File: src/rtl/jk_counter_pkg.sv
// Shared JK encodings and compare helper for the JK-cell mod-N counter.
package jk_counter_pkg;

  localparam logic [1:0] JK_HOLD = 2'b00;
  localparam logic [1:0] JK_RST  = 2'b01;
  localparam logic [1:0] JK_SET  = 2'b10;
  localparam logic [1:0] JK_TGL  = 2'b11;

  function automatic logic in_range(input int unsigned v, input int unsigned modulus);
    return v < modulus;
  endfunction

endpackage

File: src/rtl/jk_cell.sv
// Single JK flip-flop storage cell, asynchronous active-low clear.
module jk_cell
  import jk_counter_pkg::*;
(
  input  logic clock,
  input  logic reset_n,
  input  logic j,
  input  logic k,
  output logic q
);

  always_ff @(posedge clock or negedge reset_n) begin
    if (!reset_n) begin
      q <= 1'b0;
    end else begin
      case ({j, k})
        JK_HOLD: q <= q;
        JK_RST:  q <= 1'b0;
        JK_SET:  q <= 1'b1;
        default: q <= ~q;
      endcase
    end
  end

endmodule

File: src/rtl/jk_mod_counter.sv
// Mod-N up/down counter: J/K steering in front of a chain of jk_cell instances.
// Define JK_MOD_COUNTER_SATURATE_EN to hold at the end points instead of wrapping.
module jk_mod_counter
  import jk_counter_pkg::*;
#(
  parameter int unsigned WIDTH   = 4,
  parameter int unsigned MODULUS = 10
) (
  input  logic             clock,
  input  logic             reset_n,
  input  logic             en,
  input  logic             up_dn,
  input  logic             load,
  input  logic [WIDTH-1:0] load_val,
  output logic [WIDTH-1:0] count,
  output logic             tc,
  output logic             load_err
);

  if ((MODULUS < 2) || ((WIDTH < 32) && (MODULUS > (32'd1 << WIDTH)))) begin : g_bad_modulus
    $error("jk_mod_counter: MODULUS must lie in 2..2**WIDTH");
  end

  localparam logic [WIDTH-1:0] MAX_VAL = WIDTH'(MODULUS - 1);
  localparam logic [WIDTH-1:0] ONE     = WIDTH'(1);

  logic [WIDTH-1:0]      nxt;
  logic [WIDTH-1:0][1:0] jk;
  logic                  load_ok;

  assign load_ok = in_range(32'(load_val), MODULUS);

  // Next value: wrap/saturate is an explicit compare, never natural overflow
  always_comb begin
    nxt = count;
    if (load) begin
      nxt = load_ok ? load_val : '0;
    end else if (en) begin
      if (up_dn) begin
        if (count == MAX_VAL) begin
`ifdef JK_MOD_COUNTER_SATURATE_EN
          nxt = MAX_VAL;
`else
          nxt = '0;
`endif
        end else begin
          nxt = count + ONE;
        end
      end else begin
        if (count == '0) begin
`ifdef JK_MOD_COUNTER_SATURATE_EN
          nxt = '0;
`else
          nxt = MAX_VAL;
`endif
        end else begin
          nxt = count - ONE;
        end
      end
    end
  end

  // Loads use set/reset encoding; counting toggles only the bits that change
  always_comb begin
    jk = '0;
    for (int i = 0; i < WIDTH; i++) begin
      if (load) begin
        jk[i] = nxt[i] ? JK_SET : JK_RST;
      end else begin
        jk[i] = (count[i] ^ nxt[i]) ? JK_TGL : JK_HOLD;
      end
    end
  end

  for (genvar i = 0; i < WIDTH; i++) begin : g_cell
    jk_cell u_cell (
      .clock   (clock),
      .reset_n (reset_n),
      .j       (jk[i][1]),
      .k       (jk[i][0]),
      .q       (count[i])
    );
  end

  assign tc = en & ~load & ((up_dn & (count == MAX_VAL)) | (~up_dn & (count == '0)));

  always_ff @(posedge clock or negedge reset_n) begin
    if (!reset_n) begin
      load_err <= 1'b0;
    end else begin
      load_err <= load & ~load_ok;
    end
  end

endmodule
File: config.mk
export PLATFORM = sky130hd
export DESIGN_NAME = jk_mod_counter
export DESIGN_NICKNAME = d
export VERILOG_FILES = /design/src/rtl/jk_counter_pkg.sv /design/src/rtl/jk_cell.sv /design/src/rtl/jk_mod_counter.sv
export SDC_FILE = /design/constraint.sdc
export NUM_CORES = 1
export LEC_CHECK = 0
export BUFFER_PORTS_ARGS = -buffer_cell sky130_fd_sc_hd__clkbuf_2
export CAP_MARGIN = 20
export CORE_AREA = 2 2 39 41
export CTS_BUF_LIST = sky130_fd_sc_hd__clkbuf_4
export CTS_CLUSTER_SIZE = 14
export DETAILED_ROUTE_END_ITERATION = 8
export DIE_AREA = 0 0 41 43
export HOLD_SLACK_MARGIN = 0.02
export MAX_ROUTING_LAYER = met4
export PLACE_DENSITY = 0.56
export SYNTH_ARGS = -nofsm -noshare
export SYNTH_HDL_FRONTEND = slang
export SYNTH_SLANG_ARGS = --single-unit
File: constraint.sdc
create_clock -name clock -period 2.05 [get_ports clock]
set_clock_uncertainty 0.2 [all_clocks]
set_input_delay 0.615 -clock clock [delete_from_list [all_inputs] [get_ports clock]]
set_output_delay 0.615 -clock clock [all_outputs]
set_load 0.005 [all_outputs]
Word-level counts from Yosys, hierarchy flattened
Index checks and enable logic that the tools add are counted.

Register bits after elaboration: 5. Output and inout port bits: 6. Word-level logic and storage cells: 61.

Mux-type cells: 22. Bitwise logic cells: 17. Equal/unequal tests: 9. $lt $le $gt $ge: 1. Add/subtract/negate cells: 2. Reductions and logical operators: 5.

Operator list (count): 2-bit 2-to-1 mux (12); 4-bit 2-to-1 mux (6); 1-bit case mux with 3 select lines (4); 2-bit by 1-bit equality test with 1-bit output, second input constant (4); 2-bit equality test, second input constant (4); 2-bit zero test (4); 1-bit NOT (7); 1-bit AND (5); 4-bit by 1-bit adder with 4-bit output, second input constant (1); 4-bit equality test, second input constant (1); 4-bit zero test (1); 4-bit < comparator, second input constant (1); 4-bit by 1-bit subtractor with 4-bit output, second input constant (1); 1-bit bitwise XOR (4); 1-bit bitwise OR (1).

Longest topological paths before layout
Gate-level depths: netlist (run 1).

Word-level depth: 10. Mapped depth: 5. Depth with buffers taken out: 4.

Cells and area by module
Synthesis (run 1) repeated with hierarchy kept, for this count alone.

Cell total of the unflattened synthesis: 73. Area total of the unflattened synthesis: 606.8 sq um.

By module, submodules not included: jk_cell (instances 4, area an instance 86.3 sq um, cells each 9); jk_mod_counter (instances 1, area an instance 261.5 sq um, cells each 37).

Worst setup path before layout (run 1)
No wires, ideal clock.

Path kind: input to output. Start: input load. End: output tc. Buffers on the path: 1. Slack: 65 ps. Stages on the path: 3. Arrival time: 1170 ps. Path through: buf_4 nand2b_1 nor4_1.

Word-level cells in the longest chain between the ends: 3.

Ends and longest elaborated chain: start: declaration (line jk_mod_counter.sv:13) `input logic load,`; 1-bit NOT (line jk_mod_counter.sv:85) `assign tc = en & ~load & ((up_dn & (count == MAX_VAL)) | (~up_dn & (count == '0)));`; 1-bit AND (2 in a row) (line jk_mod_counter.sv:85); end: declaration (line jk_mod_counter.sv:16) `output logic tc,`.

No other way between the ends.

Final worst setup path (run 1)
Start: register g_cell[3].u_cell.q. End: output tc.

Word-level cells in the longest chain between the ends: 4.

Ends and longest elaborated chain: start: declaration (line jk_cell.sv:9) `output logic q`; start signal: assignment (line jk_cell.sv:17) `JK_HOLD: q <= q;`; start signal: assignment (line jk_cell.sv:20) `default: q <= ~q;`; 4-bit equality test / 4-bit zero test (equally long branches) (line jk_mod_counter.sv:85); 1-bit AND (line jk_mod_counter.sv:85); 1-bit bitwise OR * (line jk_mod_counter.sv:85); 1-bit AND * (line jk_mod_counter.sv:85).

Mark *: on every way between the ends. The rest lies on a longest branch, timed or not.

==> results of run 1 <==
worst max path at each step:
| stage | end | slack [ps] | cells past startpoint |
|---|---|---|---|
| after floorplan | tc | 70 | 3 |
| after global placement | tc | -50 | 5 |
| after detailed placement | tc | -80 | 5 |
| after CTS | tc | -40 | 4 |
| after global routing | tc | -160 | 4 |
| final | tc | -20 | 4 |
cells in the mapped netlist (2+ instances only):
master and instances:
nor2_1 7, buf_4 5, xnor2_1 2, nand3b_1 2
and2b_2 2, o21a_1 2, a21oi_1 3, nand2_1 2
dfrtp_1 5, and3_2 2, o21ai_0 2, nor3_1 2
layout by cell type, fill, tap and decap left out:
cell type      Yosys  final
and2b_2            2      2
buf_2              0      1
mux2i_1            1      1
o21ai_1            1      1
o22ai_1            1      1
xnor2_1            2      2
clkbuf_2           0     13
or2b_1             1      1
buf_4              5      7
a2bb2oi_1          1      1
o32ai_1            1      1
a221oi_2           1      1
nor3_2             0      1
nor3_1             2      1
nor4_1             1      1
nand2b_1           1      1
dlygate4sd3_1      0      1
nand4b_1           1      1
a21o_2             1      1
o21ai_0            2      2
dfrtp_1            5      5
nand2_1            2      2
nor2_1             7      7
a21boi_0           1      1
o21a_1             2      2
clkbuf_4           0      4
nand3b_1           2      2
and3_2             2      2
a21oi_1            3      3
worst max-delay path: stages (launching register included):
cell     delay [ps]
dfrtp_1         410
nor3_2          220
nor2_1           90
nor4_1          160
buf_2           150
through the flow:
| step | setup slack (ps) | instances |
|---|---|---|
| detailed placement | -82.2 | 80 |
| floorplan | 65.3 | 49 |
| CTS | -44.7 | 85 |
| global placement | -51.0 | 80 |
| finish | -24.3 | 85 |
| global route | -158 | 85 |
power groups by stage:
stage / sequential (mW) / clock (mW) / combinational (mW)
global route: 0.125 / 0.143 / 0.134
floorplan: 0.125 / 0 / 0.0801
global placement: 0.124 / 0 / 0.117
CTS: 0.124 / 0.127 / 0.121
detailed placement: 0.124 / 0 / 0.118
finish: 0.124 / 0.123 / 0.120
state kept, by name, summed over array words and instances, names as in the netlist:
name,count
load_err,1
g_cell.u_cell.q,4
kinds of logic after synthesis:
kind of cell / after synthesis / synth area share
XOR/XNOR: 2 / 0.0416
multiplexers: 1 / 0.0237
AND/OR/NAND/NOR: 21 / 0.285
AO/OA/AOI/OAI: 14 / 0.237
flip-flops: 5 / 0.297
buffers and inverters: 6 / 0.116
repair_timing:
item,in CTS,in global routing
pin swaps,0,0
endpoints found under the hold margin,5,0
gates resized for setup,1,1
endpoints found under the setup margin,1,1
hold buffers,1,0
layer usage:
metal  up-vias  track usage  part of all wire
met5         -            -                 0
met4         0       0.0600                 0
met3         0       0.0471             0.055
met2        13        0.175              0.46
met1       186        0.188              0.49
li1        214            -                 -
area by class of cell:
type,instances,area (µm²)
Clock buffer,4,30.0
Timing Repair Buffer,22,133
Tap cell,16,20.0
Sequential cell,5,125
Multi-Input combinational cell,38,253
Fill cell,159,823
==> results.py, run 1 <==
metrics = {
    "pwr": {
        "pwr-share-comb": 0.327,
        "peakVddDrop_mv": 0.221,
        "p_clk_frac": 0.336,
        "power_frac_seq": 0.337,
        "netSwitchingPower_mw": 0.106,
        "total_power_mw": 0.367,
        "internal_power_mw": 0.261,
        "p_per_area_mw_per_mm2": 654,
        "sw_frac_of_total": 0.289,
        "leakagePower_nw": 0.271,
    },
    "sta": {
        "rsz0062_at_grt": "yes",
        "fmax_mhz": 482,
        "setup_ws_ps": -24.3,
        "drv_slew": 0,
        "maxSlewHeadroom": 0.792,
        "finalHoldViolations": 0,
        "finalSetupViolations": 1,
        "setup_tns_ps": -24.3,
        "worst_pin_slew_ps": 311,
        "min_period_ps": 2070,
        "hold_slack_ps": 453,
        "period_share": 1.01,
    },
    "grt": {
        "grt_pass1_wl_um": 1590,
        "overflow": 0,
        "antenna_found_initial": 0,
        "grt_max_degree": 9,
        "groute.usage.overall": 0.136,
        "grt_pass1_vias": 370,
    },
    "clock_tree": {
        "htree_levels": 1,
        "cts_tree": "yes",
        "cts_max_path_buffers": 2,
        "cts_num_sinks": 5,
        "clk_pin_slew_worst_paths_ps": 40,
        "clk-insertion-delay-late_ps": 230,
        "numCtsBuffers": 3,
        "clockRootBuffer": "clkbuf_4",
        "postCtsSetupRepairBufs": 0,
    },
    "synth": {
        "synth_async_sr_flop_share": 1.00,
        "synth_ff_type": "dfrtp_1",
        "synth_fp_nets": 58,
        "yosysTopAreaCellShare": 0.297,
        "ys_seq_area_frac": 0.297,
        "synth_top_cell_by_area": "dfrtp_1",
        "yosysWarnings": 0,
        "synthTopCellsByArea": "dfrtp_1 30%, buf_4 8.9%, nor2_1 6.2%",
        "avgSynthCellArea_um2": 8.61,
        "ys_ff_latch": 5,
        "synth_cell_types": 25,
        "synth_cells": 49,
        "synth_area_um2": 422,
        "synth_edf_count": 0,
    },
    "finish": {
        "drive_gt1_frac": 0.464,
        "area_delta_synth_final_pct": 32.9,
        "antennaDiodeCount": 0,
        "final_cell_area_um2": 561,
        "nNetsFinal": 79,
        "postLayoutCoreUtil": 0.405,
    },
    "place": {
        "gp_congestion": 0.775,
        "dpl.hpwl_um": 749,
        "numPortBuffers": 14,
        "placedInstanceArea_um2": 515,
    },
    "die": {
        "start_util": 0.305,
        "die_h_um": 43,
        "boundaryPins": 15,
        "num_rows": 14,
        "dieArea_mm2": 0.00176,
        "chipWidth_um": 41,
        "core-area_mm2": 0.00138,
    },
    "critical_path": {
        "worstReg2RegEnd": "g_cell[2].u_cell.q$_DFFE_PN0P_",
        "startpoint_type": "flop",
        "crit_path_end_kind": "output pin",
        "crit_start": "g_cell[3].u_cell.q$_DFFE_PN0P_",
        "cp.arrival_ps": 1260,
        "worstRegToRegCells": 5,
        "worst_ep_required_time_ps": 1230,
        "timing.rr.start": "g_cell[0].u_cell.q$_DFFE_PN0P_",
        "reg2reg_setup_slack_ps": 460,
        "cp_max_fo": 5,
        "critical_path_class": "reg -> out",
    },
    "detailed_routing": {
        "drtPass1Iterations": 4,
        "viasPerCell": 4.86,
        "wire_per_inst_um": 11.0,
        "drc": 0,
        "antenna_violating_nets_post_route": 0,
        "drt_iter0_markers": 9,
        "route.final.wire_length_um": 932,
        "dr_total_vias": 413,
    },
    "outcome": {
        "violations": "setup timing",
        "status": "finished with violations",
    },
    "hold_path": {
        "hold_class": "in -> reg",
        "hold_path_depth": 3,
        "hp-start": "load_val[3]",
        "hold_end": "load_err$_DFF_PN0_",
    },
    "job": {
        "cap_violations": 0,
    },
}
No activity file was read; power rests on OpenSTA's default activity.
==> inputs of run 2 (changes only) <==
--- a/config.mk
+++ b/config.mk
@@ -7,11 +7,11 @@
 export LEC_CHECK = 0
 export BUFFER_PORTS_ARGS = -buffer_cell sky130_fd_sc_hd__clkbuf_2
 export CAP_MARGIN = 20
-export CORE_AREA = 2 2 39 41
+export CORE_AREA = 3 3 40 42
 export CTS_BUF_LIST = sky130_fd_sc_hd__clkbuf_4
 export CTS_CLUSTER_SIZE = 14
 export DETAILED_ROUTE_END_ITERATION = 8
-export DIE_AREA = 0 0 41 43
+export DIE_AREA = 0 0 43 45
 export HOLD_SLACK_MARGIN = 0.02
 export MAX_ROUTING_LAYER = met4
 export PLACE_DENSITY = 0.56
==> results.py, run 2 (synthesis gave the netlist of run 1 again) <==
metrics = {
    "pwr": {
        "peakVddDrop_mv": 0.347,
        "p_per_area_mw_per_mm2": 651,
        "leakagePower_nw": 0.276,
    },
    "finish": {
        "drive_gt1_frac": 0.471,
        "nNetsFinal": 80,
        "area_delta_synth_final_pct": 34.4,
        "antennaDiodeCount": 0,
        "largest_register_ffs": 4,
        "final_common_cell": "clkbuf_2",
        "postLayoutCoreUtil": 0.441,
        "regMostFlops": "g_cell.u_cell.q",
        "final_cell_area_um2": 567,
        "layout_common_cells": "13 x clkbuf_2, 8 x buf_4, 7 x nor2_1, 5 x dfrtp_1, 4 x clkbuf_4",
        "final_cells": 85,
        "reg.largest.list": "g_cell.u_cell.q (4), load_err (1)",
    },
    "detailed_routing": {
        "antenna_violating_nets_post_route": 0,
        "drc": 0,
        "route.final.wire_length_um": 1000,
        "wire_per_inst_um": 11.8,
        "drtPass1Iterations": 4,
        "viasPerCell": 4.93,
        "drt_iter0_markers": 13,
        "dr_total_vias": 419,
    },
    "place": {
        "dp_cells": 80,
        "numPortBuffers": 14,
        "placedInstanceArea_um2": 522,
        "dpl.hpwl_um": 824,
        "gp_congestion": 0.753,
        "dp_worst_setup_slack_ps": -88.5,
    },
    "clock_tree": {
        "cts_max_path_buffers": 2,
        "clockRootBuffer": "clkbuf_4",
        "cts_tree": "yes",
        "cts_num_sinks": 5,
        "clk_pin_slew_worst_paths_ps": 40,
        "clk-insertion-delay-late_ps": 230,
        "htree_levels": 1,
        "numCtsBuffers": 3,
    },
    "critical_path": {
        "cp_max_fo": 3,
        "startpoint_type": "input pin",
        "worst_ep_required_time_ps": 1230,
        "cp.arrival_ps": 1240,
        "critical_path_class": "in -> out",
        "crit_path_end_kind": "output pin",
    },
    "grt": {
        "grt_pass1_wl_um": 1720,
        "antenna_found_initial": 0,
        "grt_max_degree": 9,
        "overflow": 0,
        "groute.usage.overall": 0.118,
        "grt_pass1_vias": 383,
    },
    "die": {
        "die_h_um": 45,
        "core-area_mm2": 0.00128,
        "start_util": 0.328,
        "chipWidth_um": 43,
        "num_rows": 13,
        "dieArea_mm2": 0.00194,
        "boundaryPins": 15,
    },
    "sta": {
        "drv_slew": 0,
        "setup_ws_ps": -4.98,
        "min_period_ps": 2050,
        "period_share": 1.00,
        "worst_pin_slew_ps": 306,
        "fmax_mhz": 487,
        "hold_slack_ps": 425,
        "finalSetupViolations": 1,
        "finalHoldViolations": 0,
        "maxSlewHeadroom": 0.795,
        "rsz0062_at_grt": "yes",
    },
    "job": {
        "cap_violations": 0,
    },
    "outcome": {
        "violations": "setup timing",
        "status": "finished with violations",
    },
    "hold_path": {
        "hold_class": "in -> reg",
    },
}
## run 2: changes by cell type in the layout (fill, tap and decap cells not counted)
| cell | before | now |
|---|---|---|
| buf_4 | 7 | 8 |
## run 2: final timing paths
| kind | start | to | slack (ps) | cells past startpoint |
|---|---|---|---|---|
| worst max-delay path | up_dn | tc | -5 | 5 |
| worst max register to register | g_cell[0].u_cell.q$_DFFE_PN0P_ | g_cell[2].u_cell.q$_DFFE_PN0P_ | 450 | 5 |
| worst min-delay path | load_val[0] | g_cell[0].u_cell.q$_DFFE_PN0P_ | 430 | 3 |
| max in group asynchronous | reset_n | g_cell[1].u_cell.q$_DFFE_PN0P_ | 990 | 2 |
| worst min register to register | g_cell[2].u_cell.q$_DFFE_PN0P_ | g_cell[3].u_cell.q$_DFFE_PN0P_ | 560 | 2 |
| min in group asynchronous | reset_n | g_cell[3].u_cell.q$_DFFE_PN0P_ | 530 | 2 |
## run 2: critical path: stages
cell      delay (ps)
clkbuf_2         110
and3_2           170
nor2_1            40
nor4_1           150
buf_2            150
## run 2: area by class of cell
| cell class | count | area, µm² |
|---|---|---|
| fill | 139 | 718 |
| multi-input combinational | 38 | 253 |
| timing repair buffer | 23 | 140 |
| sequential | 5 | 125 |
| clock buffer | 4 | 30.0 |
| tap | 15 | 18.8 |
## run 2: timing repair
action	4_1_cts	5_1_grt
setup endpoints to repair	1	1
resized for setup	1	1
endpoints found under the hold margin	5	0
gates cloned	0	0
setup buffers	0	0
hold buffers	1	0
## run 2: layer usage
layer  GRT usage  vias up  routed length (µm)
met5           -        -                   0
met4      0.0181        0                   0
met3      0.0199        0                  51
met2       0.198       11                 508
met1       0.153      193                 443
li1            -      215                   -
## run 2: metrics by stage
stage	TNS [ps]	power [mW]
2_1_floorplan	0	0.205
3_3_place_gp	-54.9	0.247
3_5_place_dp	-88.5	0.247
4_1_cts	-40.7	0.373
5_1_grt	-77.3	0.401
6_report	-4.98	0.369
## run 2: power breakdown
| part | total, mW | switching, mW | internal [mW] |
|---|---|---|---|
| sequential | 0.123 | 0.0128 | 0.110 |
| clock | 0.120 | 0.0340 | 0.0864 |
| combinational | 0.126 | 0.0583 | 0.0679 |
| total | 0.369 | 0.105 | 0.264 |
==> inputs of run 3 (changes only) <==
==> constraint.sdc (replaced) <==
create_clock -name clock -period 1.9 [get_ports clock]
set_clock_uncertainty 0.2 [all_clocks]
set_input_delay 0.57 -clock clock [delete_from_list [all_inputs] [get_ports clock]]
set_output_delay 0.57 -clock clock [all_outputs]
set_load 0.005 [all_outputs]
==> results.py, run 3 (synthesis gave the netlist of run 1 again) <==
metrics = {
    "clock_tree": {
        "cts_max_path_buffers": 2,
        "cts_num_sinks": 5,
        "numCtsBuffers": 3,
        "htree_levels": 1,
        "clockRootBuffer": "clkbuf_4",
        "clk_pin_slew_worst_paths_ps": 40,
        "clk-insertion-delay-late_ps": 240,
        "cts_tree": "yes",
    },
    "place": {
        "gp_congestion": 0.701,
        "numPortBuffers": 14,
        "dpl.hpwl_um": 771,
        "dp_cells": 81,
    },
    "finish": {
        "layout_common_cells": "13 x clkbuf_2, 9 x buf_4, 6 x nor2_1, 5 x dfrtp_1, 4 x clkbuf_4",
        "multi_input_area_um2": 262,
        "fillers": 138,
        "area_delta_synth_final_pct": 38.3,
        "final_common_cell": "clkbuf_2",
        "largest_register_ffs": 4,
        "drive_gt1_frac": 0.493,
        "regMostFlops": "g_cell.u_cell.q",
        "final_cells": 86,
        "nNetsFinal": 81,
        "antennaDiodeCount": 0,
        "seq_area_um2": 125,
        "reg.largest.list": "g_cell.u_cell.q (4), load_err (1)",
    },
    "critical_path": {
        "critical_path_class": "in -> out",
        "worst_ep_required_time_ps": 1130,
        "startpoint_type": "input pin",
        "cp.arrival_ps": 1280,
        "crit_path_end_kind": "output pin",
        "worstReg2RegEnd": "g_cell[3].u_cell.q$_DFFE_PN0P_",
        "worstRegToRegCells": 5,
        "timing.rr.start": "g_cell[0].u_cell.q$_DFFE_PN0P_",
        "path_cells": "clkbuf_2 -> nor3_4 -> nor2_2 -> nor4_1 -> buf_2",
        "cp_max_fo": 3,
        "cpMaxStageDelayCell": "nor3_4",
        "cp_num_buf_inv": 2,
        "reg2reg_setup_slack_ps": 320,
        "critical_path.top_delay_family": "simple AND/OR/NAND/NOR gates",
        "max_stage_delay_ps": 210,
    },
    "pwr": {
        "leakagePower_nw": 0.283,
        "p_per_area_mw_per_mm2": 700,
        "peakVddDrop_mv": 0.333,
    },
    "outcome": {
        "violations": "setup timing",
        "status": "finished with violations",
    },
    "detailed_routing": {
        "drt_iter0_markers": 2,
        "route.final.wire_length_um": 967,
        "antenna_violating_nets_post_route": 0,
        "viasPerCell": 4.80,
        "wire_per_inst_um": 11.2,
        "drtPass1Iterations": 4,
        "drc": 0,
        "dr_total_vias": 413,
    },
    "hold_path": {
        "hold_class": "in -> reg",
        "hold_path_depth": 3,
        "hold_end": "g_cell[0].u_cell.q$_DFFE_PN0P_",
        "hp-start": "load_val[0]",
    },
    "die": {
        "boundaryPins": 15,
        "start_util": 0.328,
        "chipWidth_um": 43,
        "core-area_mm2": 0.00128,
        "num_rows": 13,
        "die_h_um": 45,
        "dieArea_mm2": 0.00194,
    },
    "grt": {
        "overflow": 0,
        "groute.usage.overall": 0.116,
        "grt_pass1_wl_um": 1620,
        "grt_max_degree": 9,
        "antenna_found_initial": 0,
        "grt_pass1_vias": 397,
    },
    "sta": {
        "setup_tns_ps": -152,
        "setup_ws_ps": -152,
        "rsz0062_at_grt": "yes",
        "finalSetupViolations": 1,
        "hold_slack_ps": 370,
        "drv_slew": 0,
        "worst_pin_slew_ps": 323,
        "fmax_mhz": 487,
        "min_period_ps": 2050,
        "period_share": 1.08,
        "maxSlewHeadroom": 0.784,
        "finalHoldViolations": 0,
    },
    "job": {
        "cap_violations": 0,
    },
}
[run 3: power by group]
part           switching [mW]  internal [mW]  total [mW]
Combinational          0.0670         0.0778       0.145
Sequential            0.00937          0.118       0.128
Clock                  0.0422         0.0935       0.136
Total                   0.119          0.290       0.408
[run 3: per-layer routing]
layer	track usage	part of all wire	wire (µm)
met5	-	0	0
met4	0.0904	0	0
met3	0.0159	0.038	37
met2	0.180	0.50	482
met1	0.136	0.46	446
[run 3: tightest hold or removal path, stage by stage]
cell	delay (ps)
clkbuf_2	80
a21oi_1	50
nor2_1	70
[run 3: timing repair]
action                                  4_1_cts  5_1_grt
endpoints found under the setup margin        1        1
gates resized for setup                       1        3
hold buffers                                  1        0
buffers inserted                              0        0
pin swaps                                     0        1
endpoints found under the hold margin         5        0
[run 3: area by class of cell]
cell class                 count  area share
multi-input combinational     38       0.448
clock buffer                   4      0.0515
tap                           15      0.0322
sequential                     5       0.215
timing repair buffer          24       0.253
[run 3: how the worst max path moves through the flow]
stage                                   startpoint  to  slack [ps]  cells past startpoint
global placement                             up_dn  tc        -110                      5
global route                                 up_dn  tc        -190                      5
detailed placement                           up_dn  tc        -160                      5
CTS                 g_cell[3].u_cell.q$_DFFE_PN0P_  tc        -140                      4
finish                                       up_dn  tc        -150                      5
floorplan                                     load  tc           5                      3
[run 3: stage by stage]
step / area, µm² / total power [mW] / util / setup WS, ps
after floorplan: 422 / 0.221 / - / 5.26
after detailed placement: 529 / 0.268 / 0.412 / -155
final: 583 / 0.408 / 0.454 / -152
after CTS: 574 / 0.414 / 0.447 / -137
after global routing: 583 / 0.440 / 0.454 / -195
after global placement: 529 / 0.268 / 0.412 / -111
